===== config.mk =====
export PLATFORM = sky130hd
export DESIGN_NAME = if_id_stage_control
export DESIGN_NICKNAME = d
export VERILOG_FILES = /design/src/rtl/if_id_stage_control_pkg.sv /design/src/rtl/if_id_stage_control_sat_counter.sv /design/src/rtl/if_id_stage_control.sv
export SDC_FILE = /design/constraint.sdc
export NUM_CORES = 1
export LEC_CHECK = 0
export BUFFER_PORTS_ARGS = -buffer_cell sky130_fd_sc_hd__buf_2
export CORE_ASPECT_RATIO = 0.8
export CORE_MARGIN = 5
export CORE_UTILIZATION = 39
export DETAILED_ROUTE_END_ITERATION = 8
export PLACE_DENSITY = 0.69
export SETUP_SLACK_MARGIN = 0.02
export SLEW_MARGIN = 30
export SYNTH_ARGS = -nofsm -noshare
export SYNTH_HDL_FRONTEND = slang
export SYNTH_SLANG_ARGS = --single-unit

===== constraint.sdc =====
create_clock -name clk -period 1.4 [get_ports clk]
set_input_delay 0 -clock clk [delete_from_list [all_inputs] [get_ports clk]]
set_output_delay 0 -clock clk [all_outputs]
set_load 0.005 [all_outputs]

===== src/rtl/if_id_stage_control_pkg.sv =====
// Shared front-end pipeline definitions: stage-state encoding, NOP encoding and default datapath width.
package if_id_stage_control_pkg;

    localparam int unsigned IFID_DATA_W = 32;

    // sll $0,$0,0
    localparam logic [31:0] IFID_NOP_WORD = 32'h0000_0000;

    typedef enum logic [1:0] {
        RUN    = 2'd0,
        HOLD   = 2'd1,
        SQUASH = 2'd2
    } stage_state_e;

endpackage


===== src/rtl/if_id_stage_control_sat_counter.sv =====
// Saturating up-counter with enable and synchronous clear; stops at all-ones.
module if_id_stage_control_sat_counter #(
    parameter int W = 3
) (
    input  logic         clk,
    input  logic         reset,
    input  logic         clear,
    input  logic         en,
    output logic [W-1:0] count
);

    always_ff @(posedge clk) begin
        if (reset || clear) begin
            count <= '0;
        end else if (en && (count != {W{1'b1}})) begin
            count <= count + W'(1);
        end
    end

endmodule


===== src/rtl/if_id_stage_control.sv =====
// IF/ID register and front-end stall/flush control for the 5-stage MIPS pipeline.
// Optional StallCount/FlushCount outputs when IF_ID_PERF_COUNTERS_EN is defined.
//
// state  | meaning
// RUN    | last edge loaded a fresh fetch into IF/ID
// HOLD   | last edge held IF/ID because of a load-use stall
// SQUASH | last edge replaced IF/ID with a NOP bubble (taken branch)
module if_id_stage_control
    import if_id_stage_control_pkg::*;
#(
    parameter int                DATA_W    = IFID_DATA_W,
    parameter logic [DATA_W-1:0] NOP_WORD  = DATA_W'(IFID_NOP_WORD),
    parameter int                MAX_STALL = 4,
    parameter int                CNT_W     = 3
) (
    input  logic              clk,
    input  logic              reset,
    input  logic              Stall,
    input  logic              Flush,
    input  logic [DATA_W-1:0] PC_Plus4_in,
    input  logic [DATA_W-1:0] Instruction_in,
    output logic              PCWrite,
    output logic [DATA_W-1:0] IF_ID_PC_Plus4,
    output logic [DATA_W-1:0] IF_ID_Instruction,
    output logic              IF_ID_Valid,
    output logic              ID_EX_Bubble,
    output logic [1:0]        StageState,
    output logic              StallTimeout
`ifdef IF_ID_PERF_COUNTERS_EN
    ,
    output logic [31:0]       StallCount,
    output logic [31:0]       FlushCount
`endif
);

    stage_state_e stateQ, stateD;
    logic [CNT_W-1:0] stallCnt;
    logic doFlush;

    // Stall wins: the branch was resolved on stale operands, so it is re-evaluated next cycle.
    assign doFlush = Flush & ~Stall;

    always_ff @(posedge clk) begin
        if (reset) begin
            stateQ <= RUN;
        end else begin
            stateQ <= stateD;
        end
    end

    always_comb begin
        stateD       = RUN;
        PCWrite      = 1'b1;
        ID_EX_Bubble = 1'b0;
        if (!reset) begin
            PCWrite      = ~Stall;
            ID_EX_Bubble = Stall;
            if (Stall) begin
                stateD = HOLD;
            end else if (Flush) begin
                stateD = SQUASH;
            end
        end
    end

    assign StageState = stateQ;

    always_ff @(posedge clk) begin
        if (reset) begin
            IF_ID_PC_Plus4    <= '0;
            IF_ID_Instruction <= NOP_WORD;
            IF_ID_Valid       <= 1'b0;
        end else if (!Stall) begin
            IF_ID_PC_Plus4    <= PC_Plus4_in;
            IF_ID_Instruction <= doFlush ? NOP_WORD : Instruction_in;
            IF_ID_Valid       <= ~doFlush;
        end
    end

    if_id_stage_control_sat_counter #(.W(CNT_W)) uStallCnt (
        .clk   (clk),
        .reset (reset),
        .clear (~Stall),
        .en    (Stall),
        .count (stallCnt)
    );

    // The edge that takes the counter from MAX_STALL to MAX_STALL+1 raises the flag.
    always_ff @(posedge clk) begin
        if (reset) begin
            StallTimeout <= 1'b0;
        end else if (Stall && (stallCnt == CNT_W'(MAX_STALL))) begin
            StallTimeout <= 1'b1;
        end
    end

`ifdef IF_ID_PERF_COUNTERS_EN
    if_id_stage_control_sat_counter #(.W(32)) uStallPerf (
        .clk   (clk),
        .reset (reset),
        .clear (1'b0),
        .en    (Stall),
        .count (StallCount)
    );

    if_id_stage_control_sat_counter #(.W(32)) uFlushPerf (
        .clk   (clk),
        .reset (reset),
        .clear (1'b0),
        .en    (doFlush),
        .count (FlushCount)
    );
`endif

endmodule


==> impl_metrics.env, run 1 <==
export IMPL_clkSlewWorstSetupHoldPaths_ns=0.08
export IMPL_drt_first_pass_iters=4
export IMPL_avgRoutedWirePerCell_um=13.7
export IMPL_worst_r2r_startpoint="uStallCnt.count[0]$_SDFFE_PN0P_"
export IMPL_ir_worst_vdd_v=0.000537
export IMPL_floorplan_initialDensity_pct=39.6
export IMPL_die_width_um=106
export IMPL_mostFrequentLayoutCells="buf_2, dfxtp_1, dlygate4sd3_1"
export IMPL_status="completed"
export IMPL_core_ar_mm2=0.00729
export IMPL_reg2regPathDepth=4
export IMPL_grt_max_degree=57
export IMPL_dieHeight_um=87.0
export IMPL_worstPathRequired_ns=1.63
export IMPL_total_power_mw=4.42
export IMPL_crit_slowest_cell="dfxtp_1"
export IMPL_timing_worst_setup_path_type="flop to flop"
export IMPL_worstHoldPathCells=3
export IMPL_power_density_mw_per_mm2=988
export IMPL_drt_iter0_drcs=47
export IMPL_timing_critical_path_arrival_ns=1.39
export IMPL_critical_path_max_stage_delay_ns=0.38
export IMPL_synthesis_area_per_instance_um2=10.5
export IMPL_ys_seq_area_share_pct=49.2
export IMPL_hold_viol=0
export IMPL_r2r_end="uStallCnt.count[1]$_SDFFE_PN0P_"
export IMPL_number_of_antenna_violations_at_the_first_check_in_global_routing=0
export IMPL_clk_sink_count=71
export IMPL_startpoint="uStallCnt.count[0]$_SDFFE_PN0P_"
export IMPL_place_congestion=0.692
export IMPL_worstPathCellList="ha_1 -> ha_1 -> mux2i_1 -> nor2_1"
export IMPL_dp_cells=485
export IMPL_cts_tree="built"
export IMPL_grtUsageTotal_pct=17.3
export IMPL_vias_per_cell=4.56
export IMPL_root_buffer_selected_by_cts="clkbuf_8"
export IMPL_synth_ff_latch_count=71
export IMPL_worst_r2r_setup_slack_ns=0.24
export IMPL_post_cts_repair_setup_buffers=0
export IMPL_mostFrequentLayoutCell="buf_2"
export IMPL_maxCapViolCount=0
export IMPL_ys_warn_count=0
export IMPL_fin_skew_ns=0.00663
export IMPL_critPathCaptureType="flop"
export IMPL_remaining_drc_errors=0
export IMPL_cts_repair_resizes=0
export IMPL_critical_path_endpoint="uStallCnt.count[1]$_SDFFE_PN0P_"
export IMPL_cts_max_path_buffers=2
export IMPL_std_cell_rows=28
export IMPL_drt_antenna_violating_nets=0
export IMPL_critical_path_startpoint_type="flop"
export IMPL_syn_num_nets=345
export IMPL_drive_gt1_share_pct=39.5
export IMPL_slew_viol_final=0
export IMPL_cts_max_level=3
export IMPL_drt_wl_total_mm=7.73
export IMPL_insertion_delay_of_the_later_clocked_pin_in_the_worst_skew_pair_ns=0.34
export IMPL_tns_ns=0
export IMPL_final_fill_count=623
export IMPL_via_count_of_the_first_global_routing_pass=2710
export IMPL_timing_critical_path_mode_cell="ha_1"
export IMPL_total_leakage_power_nw=2.20
export IMPL_hold_path_class="primary input to flop"
export IMPL_io_buffer_count=137
export IMPL_post_synth_inst_count=274
export IMPL_area_growth_syn_to_fin_pct=55.0
export IMPL_fin_crit_sh_pct=82.8
export IMPL_max_slew_margin_pct=63.4
export IMPL_floorplan_io_pins=138
export IMPL_rsz0062_at_grt="no"
export IMPL_floorplan_die_area_mm2=0.00923
export IMPL_total_nets_final=542
export IMPL_tritoncts_num_buffers=9
export IMPL_max_freq_mhz=862
export IMPL_critPathMaxFanout=3
export IMPL_final_period_minus_worst_setup_slack_ns=1.16
export IMPL_tightestPinTransition_ns=0.549
export IMPL_finalNonFillerCells=566
export IMPL_place_hpwl_mm=4.78
export IMPL_wire_length_of_the_first_global_routing_pass_mm=12.8
export IMPL_via_count=2581
export IMPL_finish_stage_setup_viols=0
export IMPL_grt_overflow_total=0
export IMPL_antenna_cells=0
export IMPL_mappedNetlistArea_mm2=0.00289
export IMPL_synth_cell_type_count=20
## Yosys cell counts, drive strengths merged
cell     n  area (um2)
buf     19         124
nand2   33         124
xor2     1        8.76
nand2b   1        6.26
or3b     2        17.5
nor2    36         135
or2      2        15.0
o32ai   30         488
ha       3        37.5
dfxtp   71        1420
a31oi    1        6.26
inv     34         128
nor3b    1        7.51
a21oi    3        15.0
mux2i   34         340
clkbuf   3        12.5
## worst max-delay path: cells and delay by family, from the launching register on
family | cells | cell delay (ns)
adders and majority gates | 2 | 0.40
DFF | 1 | 0.38
muxes | 1 | 0.21
and+or+nand+nor | 1 | 0.05
## registers in the layout, indices dropped and copies added (netlist names)
register and flops:
IF_ID_Instruction 32, IF_ID_PC_Plus4 32, uStallCnt.count 3, StageState 2, IF_ID_Valid 1, StallTimeout 1
## area by class of cell
cell class | count | area [um2] | area share [%]
timing repair buffer | 208 | 1420 | 31.8
tap | 90 | 113 | 2.52
clock inverter | 5 | 58.8 | 1.31
sequential | 71 | 1420 | 31.8
inverter | 34 | 128 | 2.85
multi-input combinational | 147 | 1200 | 26.8
clock buffer | 11 | 131 | 2.94
## stage by stage
step | hold slack [ns] | cell area (um2) | util (%) | worst slack [ns]
finish | 0.116 | 4470 | 61.4 | 0.240
global route | 0.108 | 4470 | 61.4 | 0.171
CTS | 0.101 | 4470 | 61.4 | 0.234
detailed placement | 0.235 | 3630 | 49.9 | 0.251
global placement | 0.228 | 3630 | 49.9 | 0.317
floorplan | 0.144 | 2890 | - | 0.351
## routing by layer
metal  track usage, %  vias to the layer above  share of wire (%)
met3             6.60                        7                7.0
met1             18.7                     1192                 40
met5                0                        -                  0
met2             31.9                       78                 52
li1                 -                     1304                  -
met4             4.35                        0               0.96
## how the worst min path moves through the flow
stage / slack [ns] / end / start
finish: 0.12 / IF_ID_Instruction[26]$_SDFFE_PP0N_ / reset
global route: 0.11 / IF_ID_Instruction[27]$_SDFFE_PP0N_ / reset
CTS: 0.10 / IF_ID_Instruction[30]$_SDFFE_PP0N_ / reset
detailed placement: 0.24 / IF_ID_PC_Plus4[23]$_SDFFE_PP0N_ / PC_Plus4_in[23]
global placement: 0.23 / IF_ID_PC_Plus4[31]$_SDFFE_PP0N_ / PC_Plus4_in[31]
floorplan: 0.14 / IF_ID_PC_Plus4[0]$_SDFFE_PP0N_ / PC_Plus4_in[0]
## logic make-up after synthesis
group	synth area share, %
AOI/OAI and AO/OA	17.6
DFF	49.2
xor gates and xnor gates	0.303
and+or+nand+nor	10.6
adders and majority gates	1.30
buffers and inverters	9.15
muxes	11.8
## what timing repair did
| item | 4_1_cts | 5_1_grt |
|---|---|---|
| endpoints found under the hold margin | 66 | 0 |
| hold buffers | 65 | 0 |
| setup endpoints to repair | 0 | 0 |
## power by group
part	internal [mW]	total [mW]	switching [mW]
Combinational	0.386	0.686	0.300
Clock	0.824	1.57	0.747
Sequential	2.12	2.16	0.0479
(Power assumes the default switching activity.)
==> run 2, diff against run 1 <==
clock period = 1.15 ns   (was 1.4 ns; I/O delays follow)
==> run 2 against run 1 <==
Effect of this change: sequential share of layout area is 0.36 points lower; global-route usage is 0.18 points higher; first-iteration DRC count is 28% higher; non-clock buffer count stayed put; clock power is 22% higher; clock skew hardly changed; critical path depth stayed put; routed wire length is 2.5% higher.
==> impl_metrics.env, run 2 (synthesized netlist as in run 1, its figures left out) <==
export IMPL_ir_worst_vdd_v=0.000747
export IMPL_floorplan_initialDensity_pct=39.6
export IMPL_critPathCaptureType="flop"
export IMPL_critPathMaxFanout=30
export IMPL_tritoncts_num_buffers=9
export IMPL_largest_registers="IF_ID_Instruction (32), IF_ID_PC_Plus4 (32), uStallCnt.count (3)"
export IMPL_worstPathRequired_ns=1.40
export IMPL_std_cell_rows=28
export IMPL_tightestPinTransition_ns=0.553
export IMPL_seq_power_share_pct=48.8
export IMPL_drt_first_pass_iters=4
export IMPL_total_nets_final=542
export IMPL_cts_tree="built"
export IMPL_core_ar_mm2=0.00729
export IMPL_floorplan_die_area_mm2=0.00923
export IMPL_cts_max_level=3
export IMPL_grtUsageTotal_pct=17.5
export IMPL_avgRoutedWirePerCell_um=14.0
export IMPL_dieHeight_um=87.0
export IMPL_post_cts_repair_setup_buffers=0
export IMPL_internal_power_mw=4.06
export IMPL_post_route_worst_setup_slack_ns=0.0192
export IMPL_p_sw_share_pct=24.9
export IMPL_insertion_delay_of_the_later_clocked_pin_in_the_worst_skew_pair_ns=0.34
export IMPL_cts_max_path_buffers=2
export IMPL_finish_stage_setup_viols=0
export IMPL_drive_gt1_share_pct=40.3
export IMPL_drt_wl_total_mm=7.92
export IMPL_clkSlewWorstSetupHoldPaths_ns=0.07
export IMPL_maxCapViolCount=0
export IMPL_pwr_share_clk_pct=35.5
export IMPL_antenna_cells=0
export IMPL_via_count=2606
export IMPL_max_slew_margin_pct=63.1
export IMPL_vias_per_cell=4.60
export IMPL_root_buffer_selected_by_cts="clkbuf_8"
export IMPL_grt_max_degree=39
export IMPL_drt_iter0_drcs=60
export IMPL_io_buffer_count=137
export IMPL_total_leakage_power_nw=2.20
export IMPL_slew_viol_final=0
export IMPL_die_width_um=106
export IMPL_place_hpwl_mm=4.82
export IMPL_mostFrequentLayoutCells="buf_2, dfxtp_1, dlygate4sd3_1"
export IMPL_remaining_drc_errors=0
export IMPL_drt_antenna_violating_nets=0
export IMPL_via_count_of_the_first_global_routing_pass=2755
export IMPL_detailedPlace_worstSlack_ns=-0.0165
export IMPL_wire_length_of_the_first_global_routing_pass_mm=12.9
export IMPL_power_density_mw_per_mm2=1190
export IMPL_hold_viol=0
export IMPL_status="completed"
export IMPL_timing_critical_path_arrival_ns=1.38
export IMPL_grt_overflow_total=0
export IMPL_number_of_antenna_violations_at_the_first_check_in_global_routing=0
export IMPL_fin_skew_ns=0.00693
export IMPL_fin_crit_sh_pct=98.3
export IMPL_hold_path_class="primary input to flop"
export IMPL_mostFrequentLayoutCell="buf_2"
export IMPL_rsz0062_at_grt="yes"
export IMPL_floorplan_io_pins=138
export IMPL_area_growth_syn_to_fin_pct=57.0
export IMPL_place_congestion=0.686
export IMPL_critical_path_startpoint_type="primary input"
export IMPL_timing_worst_setup_path_type="primary input to flop"
export IMPL_final_period_minus_worst_setup_slack_ns=1.13
export IMPL_max_freq_mhz=884
export IMPL_total_power_mw=5.41
export IMPL_comb_power_share_pct=15.7
export IMPL_clk_sink_count=71
export IMPL_switching_power_mw=1.35
## run 2: changes by cell type in the layout (fill, tap and decap cells not counted), sizes merged
cell,delta
dlygate4sd3,+1
buf,-1
## run 2: cell type report
cell class | count | area, um2
Clock buffer | 11 | 131
Sequential cell | 71 | 1420
Clock inverter | 5 | 58.8
Fill cell | 612 | 2750
Inverter | 34 | 128
Tap cell | 90 | 113
Timing Repair Buffer | 208 | 1450
Multi-Input combinational cell | 147 | 1230
## run 2: layer usage
metal / GRT usage, % / part of all wire [%] / up-vias
li1: - / - / 1310
met3: 6.15 / 6.4 / 12
met5: 0 / 0 / -
met2: 32.9 / 52 / 78
met4: 4.82 / 1.3 / 0
met1: 18.5 / 40 / 1206
## run 2: critical path, cell delays in order
cell and delay (ns):
dlygate4sd3_1 0.54, buf_2 0.15, or2_4 0.42, o32ai_2 0.26
## run 2: timing repair
item                                   4_1_cts  5_1_grt
hold buffers                                66        0
endpoints found under the hold margin       66        0
gates resized for setup                      3        4
pin swaps                                    0        0
gates cloned                                 0        0
setup endpoints to repair                    2       13
## run 2: final timing paths
kind	depth (start not counted)	slack, ns	end	startpoint
worst min-delay path	3	0.02	IF_ID_Instruction[30]$_SDFFE_PP0N_	Stall
worst max register to register	4	0.09	uStallCnt.count[1]$_SDFFE_PN0P_	uStallCnt.count[0]$_SDFFE_PN0P_
worst min register to register	2	0.47	IF_ID_Instruction[30]$_SDFFE_PP0N_	IF_ID_Instruction[30]$_SDFFE_PP0N_
worst max-delay path	4	0.02	IF_ID_Instruction[14]$_SDFFE_PP0N_	Flush
## run 2: per-stage QoR
step	hold slack (ns)	instances	area, um2	util (%)	TNS, ns
floorplan	0.144	274	2890	-	0
global placement	0.229	484	3650	50.1	0
detailed placement	0.235	484	3650	50.1	-0.0165
CTS	0.00110	566	4510	61.8	0
global route	0.0109	566	4530	62.2	-0.0189
finish	0.0195	566	4530	62.2	0
## run 2: power by group through the flow
stage	Combinational, mW	Clock [mW]	Sequential (mW)
floorplan	0.364	0	2.70
global placement	0.661	0	2.69
detailed placement	0.673	0	2.69
CTS	0.846	2.01	2.64
global route	0.931	2.11	2.65
finish	0.852	1.92	2.64
==> run 3, diff against run 2 <==
CELL_PAD_IN_SITES_DETAIL_PLACEMENT = 1   (was not set)
CELL_PAD_IN_SITES_GLOBAL_PLACEMENT = 1   (was not set)
CORE_UTILIZATION = 34   (was 39)
PLACE_DENSITY = not set   (was 0.69)
PLACE_DENSITY_LB_ADDON = 0.1   (was not set)
==> run 3 against run 2 <==
Effect of this change: first-iteration DRC count rose by 10%; via count increased by 3.0%; maximum frequency grew 6.5%; cell count grew 4.4%; worst hold slack improved by 0.0037 ns; critical endpoint is now uStallCnt.count[1]$_SDFFE_PN0P_; critical path type is now flop to flop; highest routed layer unchanged; sequential share of layout area fell by 0.49 points; register-to-register slack barely moved; final area up 1.8%; die area up 13%; routed wire length increased by 14%; critical path depth rose by 1; clock power grew 15%.
==> impl_metrics.env, run 3 (synthesized netlist as in run 1, its figures left out) <==
export IMPL_drt_iter0_drcs=66
export IMPL_core_ar_mm2=0.00837
export IMPL_remaining_drc_errors=0
export IMPL_fin_skew_ns=0.00586
export IMPL_drive_gt1_share_pct=41.5
export IMPL_internal_power_mw=4.29
export IMPL_critPathCaptureType="flop"
export IMPL_cts_max_level=3
export IMPL_insertion_delay_of_the_later_clocked_pin_in_the_worst_skew_pair_ns=0.34
export IMPL_wire_length_of_the_first_global_routing_pass_mm=14.5
export IMPL_worst_r2r_startpoint="uStallCnt.count[0]$_SDFFE_PN0P_"
export IMPL_place_congestion=0.701
export IMPL_total_nets_final=545
export IMPL_grtUsageTotal_pct=17.4
export IMPL_slew_viol_final=0
export IMPL_seq_power_share_pct=46.1
export IMPL_finish_stage_setup_viols=0
export IMPL_largest_registers="IF_ID_Instruction (32), IF_ID_PC_Plus4 (32), uStallCnt.count (3)"
export IMPL_mostFrequentLayoutCells="buf_2, dfxtp_1, dlygate4sd3_1"
export IMPL_avgRoutedWirePerCell_um=15.3
export IMPL_vias_per_cell=4.54
export IMPL_worstPathRequired_ns=1.38
export IMPL_root_buffer_selected_by_cts="clkbuf_8"
export IMPL_tightestPinTransition_ns=0.576
export IMPL_number_of_antenna_violations_at_the_first_check_in_global_routing=0
export IMPL_drt_antenna_violating_nets=0
export IMPL_total_leakage_power_nw=2.23
export IMPL_worst_r2r_setup_slack_ns=0.09
export IMPL_status="completed"
export IMPL_clk_sink_count=71
export IMPL_rsz0062_at_grt="no"
export IMPL_fin_crit_sh_pct=92.3
export IMPL_switching_power_mw=1.44
export IMPL_die_width_um=113
export IMPL_grt_max_degree=44
export IMPL_comb_power_share_pct=15.3
export IMPL_reg2regPathDepth=5
export IMPL_critical_path_startpoint_type="flop"
export IMPL_critPathMaxFanout=2
export IMPL_drt_first_pass_iters=4
export IMPL_pwr_share_clk_pct=38.6
export IMPL_post_route_worst_setup_slack_ns=0.0887
export IMPL_antenna_cells=0
export IMPL_postLayoutCoreUtil_pct=55.1
export IMPL_cts_max_path_buffers=2
export IMPL_floorplan_initialDensity_pct=34.5
export IMPL_critical_path_endpoint="uStallCnt.count[1]$_SDFFE_PN0P_"
export IMPL_mostFrequentLayoutCell="buf_2"
export IMPL_via_count_of_the_first_global_routing_pass=2995
export IMPL_power_density_mw_per_mm2=1240
export IMPL_final_period_minus_worst_setup_slack_ns=1.06
export IMPL_hold_path_class="primary input to flop"
export IMPL_floorplan_die_area_mm2=0.0104
export IMPL_hold_viol=0
export IMPL_drt_wl_total_mm=9.04
export IMPL_dp_cells=509
export IMPL_via_count=2684
export IMPL_dieHeight_um=92.4
export IMPL_max_slew_margin_pct=61.6
export IMPL_place_hpwl_mm=5.62
export IMPL_std_cell_rows=30
export IMPL_maxCapViolCount=0
export IMPL_clkSlewWorstSetupHoldPaths_ns=0.08
export IMPL_p_sw_share_pct=25.1
export IMPL_tritoncts_num_buffers=9
export IMPL_max_freq_mhz=942
export IMPL_area_growth_syn_to_fin_pct=59.8
export IMPL_timing_critical_path_arrival_ns=1.29
export IMPL_finalNonFillerCells=591
export IMPL_io_buffer_count=137
export IMPL_r2r_end="uStallCnt.count[1]$_SDFFE_PN0P_"
export IMPL_timing_worst_setup_path_type="flop to flop"
export IMPL_grt_overflow_total=0
export IMPL_ir_worst_vdd_v=0.000603
export IMPL_floorplan_io_pins=138
export IMPL_startpoint="uStallCnt.count[0]$_SDFFE_PN0P_"
export IMPL_cts_tree="built"
export IMPL_detailedPlace_worstSlack_ns=-0.00884
run 3: critical path: stages, from the launching register on:
cell and delay [ns]:
dfxtp_4 0.37, buf_6 0.12, inv_2 0.06, ha_4 0.19, mux2i_1 0.14, nor2_1 0.08
run 3: area by class of cell:
type	instances	area, um2
clock inverters	7	96.3
flip-flops and latches	71	1430
fillers	957	3760
multi-input cells	147	1240
clock buffers	9	124
well taps	112	140
inverters	34	128
repair buffers	211	1460
run 3: power groups by stage:
stage / Sequential, mW / Combinational, mW / Clock (mW)
after floorplan: 2.70 / 0.364 / 0
after global placement: 2.68 / 0.676 / 0
after detailed placement: 2.69 / 0.693 / 0
after CTS: 2.64 / 0.870 / 2.30
after global routing: 2.65 / 0.958 / 2.41
final: 2.64 / 0.873 / 2.21
run 3: layer usage:
layer,GRT usage [%],part of all wire (%)
met1,18.4,40
met2,31.8,52
met3,5.88,6.6
met4,6.41,2.0
met5,0,0
run 3: metrics by stage:
stage	setup TNS [ns]	hold WS, ns	cell area [um2]	total power, mW
2_1_floorplan	0	0.144	2890	3.07
3_3_place_gp	0	0.229	3690	3.36
3_5_place_dp	-0.00884	0.239	3690	3.38
4_1_cts	0	0.00569	4570	5.81
5_1_grt	0	0.00144	4610	6.02
6_report	0	0.0232	4610	5.72
run 3: how the worst min path moves through the flow:
stage / from / end / cells after the start
global placement: PC_Plus4_in[13] / IF_ID_PC_Plus4[13]$_SDFFE_PP0N_ / 3
global route: Instruction_in[31] / IF_ID_Instruction[31]$_SDFFE_PP0N_ / 3
finish: Instruction_in[31] / IF_ID_Instruction[31]$_SDFFE_PP0N_ / 3
CTS: Instruction_in[31] / IF_ID_Instruction[31]$_SDFFE_PP0N_ / 3
detailed placement: PC_Plus4_in[22] / IF_ID_PC_Plus4[22]$_SDFFE_PP0N_ / 3
floorplan: PC_Plus4_in[0] / IF_ID_PC_Plus4[0]$_SDFFE_PP0N_ / 2
run 3: what timing repair did:
| action | in CTS | in global routing |
|---|---|---|
| buffers inserted | 0 | 1 |
| endpoints found under the hold margin | 65 | 0 |
| gates cloned | 0 | 0 |
| hold buffers | 65 | 0 |
| setup endpoints to repair | 2 | 2 |
| pin swaps | 0 | 2 |
| gates resized for setup | 3 | 7 |
